`src/rtl/pixel_burst_writer_pkg.sv`:
```
// Shared types and constants for the pixel burst writer: FSM states, AXI response
// codes and the 4 KB burst boundary used to split runs.
package pixel_burst_writer_pkg;

    typedef enum logic [2:0] {
        IDLE,
        CALC,
        CALC2,
        ADDR,
        DATA,
        RESP,
        DONE
    } pbw_state_e;

    localparam logic [1:0]  RESP_OKAY   = 2'b00;
    localparam logic [31:0] BOUNDARY_4K = 32'h0000_1000;

    // Whole 32-bit pixels left before the next 4 KB page starts.
    function automatic logic [31:0] pixelsToBoundary(input logic [31:0] addr);
        return (BOUNDARY_4K - {20'd0, addr[11:0]}) >> 2;
    endfunction

endpackage

```
`src/rtl/pixel_burst_writer_addr_calc.sv`:
```
// Address and segment calculation for one pixel run: byte address, beat count and,
// when the run crosses a 4 KB page, the second segment that starts on the new page.
module pbw_addr_calc
    import pixel_burst_writer_pkg::*;
(
    input  logic signed [31:0] start_i,
    input  logic signed [31:0] end_i,
    input  logic signed [31:0] row_i,
    input  logic        [31:0] fb_base_i,
    output logic        [31:0] addr0_o,
    output logic        [8:0]  beats0_o,
    output logic               split_o,
    output logic        [31:0] addr1_o,
    output logic        [8:0]  beats1_o
);

    logic [31:0] pixOffset;
    logic [31:0] beatsAll;
    logic [31:0] pixToBoundary;

    // A run is at most BURST_LEN pixels, far below one page, so two segments suffice.
    always_comb begin
        pixOffset     = 32'(row_i + start_i);
        addr0_o       = fb_base_i + (pixOffset << 2);
        beatsAll      = 32'(end_i - start_i + 32'sd1);
        pixToBoundary = pixelsToBoundary(addr0_o);
        split_o       = beatsAll > pixToBoundary;
        addr1_o       = {addr0_o[31:12] + 20'd1, 12'd0};
        if (split_o) begin
            beats0_o = pixToBoundary[8:0];
            beats1_o = beatsAll[8:0] - pixToBoundary[8:0];
        end else begin
            beats0_o = beatsAll[8:0];
            beats1_o = 9'd0;
        end
    end

endmodule

```
`src/rtl/pixel_burst_writer.sv`:
```
// Pixel burst writer: fills one horizontal pixel run with a colour over AXI4 writes,
// splitting at 4 KB pages. Define CLIP_EN to clip runs to the visible screen first.
module pixel_burst_writer
    import pixel_burst_writer_pkg::*;
#(
    parameter int SCREEN_W  = 640,
    parameter int SCREEN_H  = 480,
    parameter int BURST_LEN = 128
) (
    input  logic               clk100,
    input  logic               reset,
    input  logic               txn_init,
    output logic               txn_done,
    input  logic signed [31:0] x,
    input  logic signed [31:0] y,
    input  logic signed [31:0] pixel_count,
    input  logic        [31:0] color,
    input  logic        [31:0] fb_base,
    output logic        [31:0] m_axi_awaddr,
    output logic        [7:0]  m_axi_awlen,
    output logic               m_axi_awvalid,
    input  logic               m_axi_awready,
    output logic        [31:0] m_axi_wdata,
    output logic        [3:0]  m_axi_wstrb,
    output logic               m_axi_wlast,
    output logic               m_axi_wvalid,
    input  logic               m_axi_wready,
    input  logic        [1:0]  m_axi_bresp,
    input  logic               m_axi_bvalid,
    output logic               m_axi_bready,
    output logic               wr_error
);

    localparam logic signed [31:0] SCREEN_W_S  = 32'(SCREEN_W);
    localparam logic signed [31:0] BURST_LEN_S = 32'(BURST_LEN);
`ifdef CLIP_EN
    localparam logic signed [31:0] SCREEN_H_S  = 32'(SCREEN_H);
`endif

    pbw_state_e         state_q, state_d;
    logic               txnInit_q, txnInit_d;
    logic signed [31:0] x_q, x_d, y_q, y_d, count_q, count_d;
    logic        [31:0] color_q, color_d;
    logic signed [31:0] start_q, start_d, end_q, end_d, row_q, row_d;
    logic               empty_q, empty_d;
    logic        [31:0] curAddr_q, curAddr_d, nextAddr_q, nextAddr_d;
    logic        [8:0]  curBeats_q, curBeats_d, nextBeats_q, nextBeats_d;
    logic        [8:0]  beatCnt_q, beatCnt_d;
    logic               split_q, split_d;
    logic               wrError_q, wrError_d;

    logic signed [31:0] rawEnd;
    logic               countBad;
    logic               lastBeat;
    logic        [31:0] calcAddr0, calcAddr1;
    logic        [8:0]  calcBeats0, calcBeats1;
    logic               calcSplit;

    pbw_addr_calc u_addr_calc (
        .start_i   (start_q),
        .end_i     (end_q),
        .row_i     (row_q),
        .fb_base_i (fb_base),
        .addr0_o   (calcAddr0),
        .beats0_o  (calcBeats0),
        .split_o   (calcSplit),
        .addr1_o   (calcAddr1),
        .beats1_o  (calcBeats1)
    );

    // The txn_init copy resets high so a request already raised during reset is not taken.
    always_ff @(posedge clk100) begin
        if (reset) begin
            state_q     <= IDLE;
            txnInit_q   <= 1'b1;
            x_q         <= '0;
            y_q         <= '0;
            count_q     <= '0;
            color_q     <= '0;
            start_q     <= '0;
            end_q       <= '0;
            row_q       <= '0;
            empty_q     <= 1'b0;
            curAddr_q   <= '0;
            curBeats_q  <= '0;
            nextAddr_q  <= '0;
            nextBeats_q <= '0;
            beatCnt_q   <= '0;
            split_q     <= 1'b0;
            wrError_q   <= 1'b0;
        end else begin
            state_q     <= state_d;
            txnInit_q   <= txnInit_d;
            x_q         <= x_d;
            y_q         <= y_d;
            count_q     <= count_d;
            color_q     <= color_d;
            start_q     <= start_d;
            end_q       <= end_d;
            row_q       <= row_d;
            empty_q     <= empty_d;
            curAddr_q   <= curAddr_d;
            curBeats_q  <= curBeats_d;
            nextAddr_q  <= nextAddr_d;
            nextBeats_q <= nextBeats_d;
            beatCnt_q   <= beatCnt_d;
            split_q     <= split_d;
            wrError_q   <= wrError_d;
        end
    end

    always_comb begin
        state_d     = state_q;
        txnInit_d   = txn_init;
        x_d         = x_q;
        y_d         = y_q;
        count_d     = count_q;
        color_d     = color_q;
        start_d     = start_q;
        end_d       = end_q;
        row_d       = row_q;
        empty_d     = empty_q;
        curAddr_d   = curAddr_q;
        curBeats_d  = curBeats_q;
        nextAddr_d  = nextAddr_q;
        nextBeats_d = nextBeats_q;
        beatCnt_d   = beatCnt_q;
        split_d     = split_q;
        wrError_d   = wrError_q;

        rawEnd   = x_q + count_q - 32'sd1;
        countBad = (count_q <= 32'sd0) || (count_q > BURST_LEN_S);
        lastBeat = (beatCnt_q == curBeats_q - 9'd1);

        m_axi_awvalid = 1'b0;
        m_axi_awaddr  = '0;
        m_axi_awlen   = '0;
        m_axi_wvalid  = 1'b0;
        m_axi_wdata   = '0;
        m_axi_wstrb   = '0;
        m_axi_wlast   = 1'b0;
        m_axi_bready  = 1'b0;
        txn_done      = 1'b0;
        wr_error      = wrError_q;

        unique case (state_q)
            IDLE: begin
                if (txn_init && !txnInit_q) begin
                    x_d     = x;
                    y_d     = y;
                    count_d = pixel_count;
                    color_d = color;
                    state_d = CALC;
                end
            end
            CALC: begin
`ifdef CLIP_EN
                start_d = (x_q < 32'sd0) ? 32'sd0 : x_q;
                end_d   = (rawEnd > SCREEN_W_S - 32'sd1) ? SCREEN_W_S - 32'sd1 : rawEnd;
                empty_d = countBad || (start_d > end_d) ||
                          (y_q < 32'sd0) || (y_q >= SCREEN_H_S);
`else
                start_d = x_q;
                end_d   = rawEnd;
                empty_d = countBad;
`endif
                row_d   = y_q * SCREEN_W_S;
                state_d = CALC2;
            end
            CALC2: begin
                if (empty_q) begin
                    state_d = DONE;
                end else begin
                    curAddr_d   = calcAddr0;
                    curBeats_d  = calcBeats0;
                    split_d     = calcSplit;
                    nextAddr_d  = calcAddr1;
                    nextBeats_d = calcBeats1;
                    state_d     = ADDR;
                end
            end
            ADDR: begin
                m_axi_awvalid = 1'b1;
                m_axi_awaddr  = curAddr_q;
                m_axi_awlen   = 8'(curBeats_q - 9'd1);
                if (m_axi_awready) begin
                    beatCnt_d = '0;
                    state_d   = DATA;
                end
            end
            DATA: begin
                m_axi_wvalid = 1'b1;
                m_axi_wdata  = color_q;
                m_axi_wstrb  = 4'hF;
                m_axi_wlast  = lastBeat;
                if (m_axi_wready) begin
                    if (lastBeat) begin
                        state_d = RESP;
                    end else begin
                        beatCnt_d = beatCnt_q + 9'd1;
                    end
                end
            end
            RESP: begin
                m_axi_bready = 1'b1;
                if (m_axi_bvalid) begin
                    if (m_axi_bresp != RESP_OKAY) begin
                        wrError_d = 1'b1;
                    end
                    // The page-crossing remainder goes out only after the first segment is acknowledged.
                    if (split_q) begin
                        curAddr_d  = nextAddr_q;
                        curBeats_d = nextBeats_q;
                        split_d    = 1'b0;
                        state_d    = ADDR;
                    end else begin
                        state_d = DONE;
                    end
                end
            end
            DONE: begin
                txn_done = 1'b1;
                state_d  = IDLE;
            end
            default: state_d = IDLE;
        endcase
    end

endmodule
```
`config.mk`:
```
export PLATFORM = sky130hd
export DESIGN_NAME = pixel_burst_writer
export DESIGN_NICKNAME = d
export VERILOG_FILES = /design/src/rtl/pixel_burst_writer_pkg.sv /design/src/rtl/pixel_burst_writer_addr_calc.sv /design/src/rtl/pixel_burst_writer.sv
export SDC_FILE = /design/constraint.sdc
export NUM_CORES = 1
export LEC_CHECK = 0
export BUFFER_PORTS_ARGS = -buffer_cell sky130_fd_sc_hd__buf_2
export CORE_ASPECT_RATIO = 0.75
export CORE_MARGIN = 2
export CORE_UTILIZATION = 50
export CTS_CLUSTER_DIAMETER = 30
export DETAILED_ROUTE_END_ITERATION = 7
export HOLD_SLACK_MARGIN = 0.1
export PLACE_DENSITY = 0.7
export SLEW_MARGIN = 30
export SYNTH_ARGS = -nofsm -noshare
export SYNTH_HDL_FRONTEND = slang
export SYNTH_SLANG_ARGS = --single-unit
```
`constraint.sdc`:
```
create_clock -name clk100 -period 5.9 [get_ports clk100]
set_clock_uncertainty 0.1 [all_clocks]
set_input_delay 0.295 -clock clk100 [delete_from_list [all_inputs] [get_ports clk100]]
set_output_delay 0.295 -clock clk100 [all_outputs]
set_load 0.02 [all_outputs]
```
Word-level counts from Yosys, hierarchy flattened
Index checks and enable logic that the tools add are counted.

word-level totals
  register bits after elaboration = 301
  latch bits = 0
  memory bits (writable) = 0
  ROM bits = 0
  bits of input ports = 168
  output and inout bits = 82
  word-level logic and storage cells = 96
  memories kept = 0

operators by class
  add/subtract/negate cells = 11
  multiply operators = 1
  divide/modulo/power cells = 0
  order comparisons = 3
  equality and inequality tests = 15
  shift-type cells = 0
  muxes and demuxes = 34
  bitwise logic cells = 1
  reductions and logical operators = 14

operators by type and width
  operator                                                         count
  2-to-1 mux 32 bit                                                5
  2-to-1 mux 9 bit                                                 8
  adder 32 bit                                                     2
  one-hot mux 32 bit (2 select lines)                              1
  one-hot mux 9 bit (2 select lines)                               2
  adder 32 x 2 -> 32 bit, second input constant                    1
  > comparator 32 x 30 -> 1 bit                                    1
  > comparator 32 x 9 -> 1 bit, second input constant              1
  less-or-equal comparator 32 x 1 -> 1 bit, second input constant  1
  multiplier 32 x 4 -> 23 bit, second input constant               1
  subtractor 32 x 2 -> 32 bit, second input constant               1
  subtractor 32 bit                                                1
  adder 30 bit                                                     1
  2-to-1 mux 3 bit                                                 7
  adder 20 x 1 -> 20 bit, second input constant                    1
  one-hot mux 3 bit (6 select lines)                               1
  != test 2 bit, second input constant                             8
  subtractor 13 x 12 -> 14 bit, first input constant               1
  adder 9 x 1 -> 9 bit, second input constant                      1
  equality test 3 bit, second input constant                       3
  equality test 9 bit                                              1
  subtractor 9 x 1 -> 9 bit, second input constant                 1
  subtractor 9 bit                                                 1
  2-to-1 mux 8 bit                                                 1
  15 further kinds                                                 27

Depth between registers and ports, before layout
  depth in word-level cells = 7
  depth in mapped cells = 25
  depth with buffers taken out = 24

Modules after synthesis
Synthesis repeated with hierarchy kept, for this count alone.

second synthesis, totals
  cell total of the unflattened synthesis = 2961
  area total of the unflattened synthesis = 22103.7 um^2

by module, submodules not included
  module              times used  cells an instance  area each (um^2)  sequential area each (um^2)
  pixel_burst_writer  1           2071               15653.8           6165.9
  pbw_addr_calc       1           890                6449.9            0.0

Worst setup path before layout
OpenSTA, ideal clock, no wires.

  path kind = register to register
  start = reg start_q[0]
  end = reg curBeats_q[0]
  setup time = 132 ps
  arrival = 5163 ps
  data required time = 5668 ps
  slack = 505 ps
  cell stages (with the launch flop) = 21
  path buffers = 1
  period minus slack after synthesis = 5395 ps
  cells stage by stage = dfxtp_1 -> ha_1 -> fa_1 -> nor4_1 -> nand2_1 -> or3_1 -> or3_1 -> xnor2_1 -> ha_1 -> and3_1 -> nand3_1 -> o32ai_1 -> a31o_2 -> nand4_1 -> or4_1 -> or4b_1 -> nor4_2 -> nand4_2 -> buf_6 -> mux2i_1 -> o22ai_1

on the way
  cells in the longest elaborated chain, start to end = 7
  elaborated cells between the ends (all ways) = 9
  those cells by class = add/sub (5); order compare (1); mux (3)

ends and longest elaborated chain
  what                                  RTL line                            text
  from (decl)                           pixel_burst_writer.sv:44            logic signed [31:0] start_q, start_d, end_q, end_d, row_q, row_d;
  from (signal assigned)                pixel_burst_writer.sv:98            start_q <= start_d;
  adder 30 bit                          pixel_burst_writer_addr_calc.sv:23  pixOffset = 32'(row_i + start_i);
  adder 32 bit                          pixel_burst_writer_addr_calc.sv:24  addr0_o = fb_base_i + (pixOffset << 2);
  subtractor 13 x 12 -> 14 bit          pixel_burst_writer_pkg.sv:20        return (BOUNDARY_4K - {20'd0, addr[11:0]}) >> 2;
  > comparator 32 x 30 -> 1 bit         pixel_burst_writer_addr_calc.sv:27  split_o = beatsAll > pixToBoundary;
  2-to-1 mux 9 bit *                    pixel_burst_writer_addr_calc.sv:29  if (split_o) begin
  2-to-1 mux 9 bit *                    pixel_burst_writer.sv:171           if (empty_q) begin
  one-hot mux 9 bit (2 select lines) *  pixel_burst_writer.sv:146           unique case (state_q)
  to (signal assigned)                  pixel_burst_writer.sv:103           curBeats_q <= curBeats_d;
  to (decl)                             pixel_burst_writer.sv:47            logic [8:0] curBeats_q, curBeats_d, nextBeats_q, nextBeats_d;

Every way passes the cells marked *; elsewhere a longest branch is shown, timed or not. The select of a mux whose other input is x is not followed.
A chain may end at the register's enable or synchronous reset.

Final worst setup path
  start = reg start_q[0]
  end = reg curBeats_q[2]

The elaborated chain is that of the path after synthesis.

==> results.md <==
* Leakage at 11.6 nW
* GRT overflow at 0
* IO buf count at 240
* Largest net degree at the start of global routing at 185
* Crit path cell chain: ha_2 -> fa_2 -> nor4_4 -> nand2_1 -> or3_1 -> or3_1 -> nor3_1 -> nand2b_1 -> ha_1 -> nand4_1 -> o32ai_2 -> a31o_2 -> nand4_1 -> or4_1 -> or4b_1 -> nor4_2 -> nand4_2 -> buf_4 -> mux2_4 -> o22ai_2
* Clk buf depth at 3
* Initial DRC count at 1705
* Post-synth top cells: nand2_1, a21oi_1, dfxtp_1
* DRC viols at 0
* Chip Width at 239 microns
* Initial Util at 50.7%
* Seq cells post-synth at 292
* Buf+Inv Stages, Crit Path at 1
* Hold crit path type: in -> reg
* Core ar. at 0.0408 sq mm
* Slew Viols, Final at 0
* Critical Path Max Stage Delay at 0.50 ns
* Combinational family with the most area after synthesis: simple AND/OR/NAND/NOR gates
* Final nets at 3502
* Critical path's slowest cell: or4b_1
* Final setup violation count at 0
* DIE AREA at 0.0430 sq mm
* Arr. time, crit path at 6.08 ns
* Worst-path clk slew at 0.05 ns
* Count leader, synth: nand2_1
* Post-detail-place hpwl at 47100 microns
* Top Ports at 250
* Site Rows at 64
* Worst setup margin at 0.232 ns
* CP top delay family: simple AND/OR/NAND/NOR gates
* Worst Tran Pin Value at 0.962 ns
* Simple-gate share of the synthesized area at 23.9%
* Top_reg_cell synth: dfxtp_1
* DR vias at 20900
* First-pass GRT wire length at 104000 microns
* Number of flops mapped to enable cells by yosys at 0
* Async S/R FF share, synth at 0%
* Average cell area after synthesis at 7.47 sq um
* Design Area, Final at 0.0260 sq mm
* Clk_lat worst skew at 0.60 ns
* Status: finished, final reports clean
* Vias in the first global route at 19600
* Synth Area in Compound Gates at 20.3%
* Share of cells above drive strength 1 at 13.7%
* Total GRT Usage at 29.8%
* Mapped cell area at 0.0207 sq mm
* Worst slack at placement at 0.0914 ns
* Via-to-Cell Ratio at 5.67
* Mapped Nets at 3171
* Top-area cell type share of the netlist area at 28.3%
* Initial antenna violation count at 1
* CTS H-tree lvls at 3
* Area delta synth->final at 25.8%
* Post-synthesis xor/xnor area fraction at 6.15%
* Dpl cells at 3427
* Max_cap viols at 0
* Cell count after synthesis at 2767
* CP Class: reg -> reg
* Pre-antenna DRT Iters at 6
* Die height at 180 microns
* RD Place Congestion at 0.966
* CP startpoint kind: flip-flop
* CTS tree: done
* TritonCTS buffer count at 67
* Crit path capture type: flip-flop
* Ranking of synthesized cells by area: dfxtp_1, ha_1, nand2_1, a21oi_1, xnor2_1
* Yosys Warn Count at 0
* Power Density at 489 mW/mm^2
* Peak supply drop at 344 uV
* Root Buffer: clkbuf_16
* Post-synthesis mux area share at 0.599%
* Synth unique cells at 85
* Tcrit/Tclk final at 96.1%
* Post-synth top area cell: dfxtp_1
* Cell Count, Final, Fillers Out at 3682
* CP Max Fanout at 12
* Tot Pwr at 0.0127 W
* DP Area at 0.0223 sq mm
* Post-DR wirelength/cell at 17.8 microns
* Fmax at 0.176 GHz
* Endpoints failing hold at 0
* Min Tclk post-route at 5.67 ns
* Register area share after synthesis at 28.3%
* Routed Antenna Nets at 0
* Num Clock Sinks at 292
* DRT Wirelength at 65600 microns
* Slew HR at 35.8%
* Fillers at 3466
* Post-Synth Adder-Cell Area at 14.5%
* Crit path required time at 6.31 ns
-- cell families after synthesis --
logic type,count (synthesis)
AO/OA/AOI/OAI,673
XOR/XNOR,145
adder cells (fa/ha/maj),236
buffers and inverters,334
flip-flops,292
multiplexers,11
AND/OR/NAND/NOR,1076
-- stage by stage --
step           hold WS (ns)  TNS (ns)  util (%)
3_5_place_dp          0.342         0      54.6
6_report              0.163         0      63.8
5_1_grt               0.197   -0.0330      63.8
2_1_floorplan         0.302         0         -
3_3_place_gp          0.335         0      54.6
4_1_cts               0.110         0      63.6
-- cell usage in the layout, fill, tap and decap left out, types with 7 or more instances in the layout --
cell type / instances
and3_1: 55
buf_2: 239
clkinv_2: 8
nand3_1: 52
nor4_1: 23
clkbuf_8: 9
a211o_1: 10
nand2_1: 534
a22oi_1: 14
o31ai_1: 13
a31oi_1: 14
nand4_1: 18
a21oi_1: 339
clkbuf_16: 69
o21a_1: 20
inv_6: 7
o211ai_1: 8
o21bai_1: 9
xor2_1: 51
or3_1: 20
nor2b_1: 20
dlygate4sd3_1: 130
nor2_1: 174
clkbuf_1: 7
xnor2_1: 92
or2_2: 7
buf_4: 27
a211oi_1: 37
nor3_1: 53
ha_1: 229
a21o_1: 44
nand2b_1: 23
o21ai_0: 68
bufinv_16: 7
or4_1: 8
and2_1: 44
a311oi_1: 15
inv_1: 197
dfxtp_1: 292
-- registers in the layout, indices dropped and copies added (netlist names), 20 cells and up --
name / flops
y_q: 23
end_q: 32
nextAddr_q: 20
color_q: 32
count_q: 32
row_q: 23
curAddr_q: 32
start_q: 32
x_q: 32
-- layer usage --
metal  share of wire, %  track usage, %
met5                  0               0
met4                1.9            7.27
met3                7.0            6.23
met2                 43            44.9
met1                 48            43.3
-- repair_timing --
item                                    in CTS  in global routing
hold buffers                               130                  0
hold endpoints to repair                   140                  0
endpoints found under the setup margin       0                 13
setup buffers                                0                  0
gates resized for setup                      0                 10
-- path summary, 6_finish.rpt --
check	startpoint	end	slack, ns	cells after the start
min reg2reg	wr_error$_SDFFE_PP0P_	wr_error$_SDFFE_PP0P_	0.35	2
min	fb_base[2]	curAddr_q[2]$_SDFFE_PP0P_	0.16	4
max reg2reg	start_q[0]$_SDFFE_PP0P_	curBeats_q[2]$_SDFFE_PP0P_	0.23	20
max	start_q[0]$_SDFFE_PP0P_	curBeats_q[2]$_SDFFE_PP0P_	0.23	20
-- power breakdown --
part,total [W],internal (W),switching (W)
Sequential,0.00242,0.00223,0.000190
Combinational,0.00643,0.00253,0.00390
Clock,0.00387,0.00259,0.00128
-- worst reg2reg max path: stages (launching register included) --
cell      delay [ns]
dfxtp_1         0.36
ha_2            0.22
fa_2            0.48
nor4_4          0.32
nand2_1         0.12
or3_1           0.35
or3_1           0.39
nor3_1          0.31
nand2b_1        0.12
ha_1            0.32
nand4_1         0.11
o32ai_2         0.21
a31o_2          0.16
nand4_1         0.07
or4_1           0.40
or4b_1          0.50
nor4_2          0.29
nand4_2         0.12
buf_4           0.21
mux2_4          0.32
o22ai_2         0.10
-- final cells by class --
type | instances | area (sq um) | area share, %
clock inverters | 38 | 507 | 1.95
repair buffers | 398 | 2740 | 10.5
flip-flops and latches | 292 | 5850 | 22.5
well taps | 528 | 661 | 2.54
clock buffers | 85 | 1880 | 7.22
diodes | 2 | 5.00 | 0.0192
inverters | 198 | 743 | 2.86
multi-input cells | 2141 | 13600 | 52.4
No activity file was read; power rests on OpenSTA's default activity.
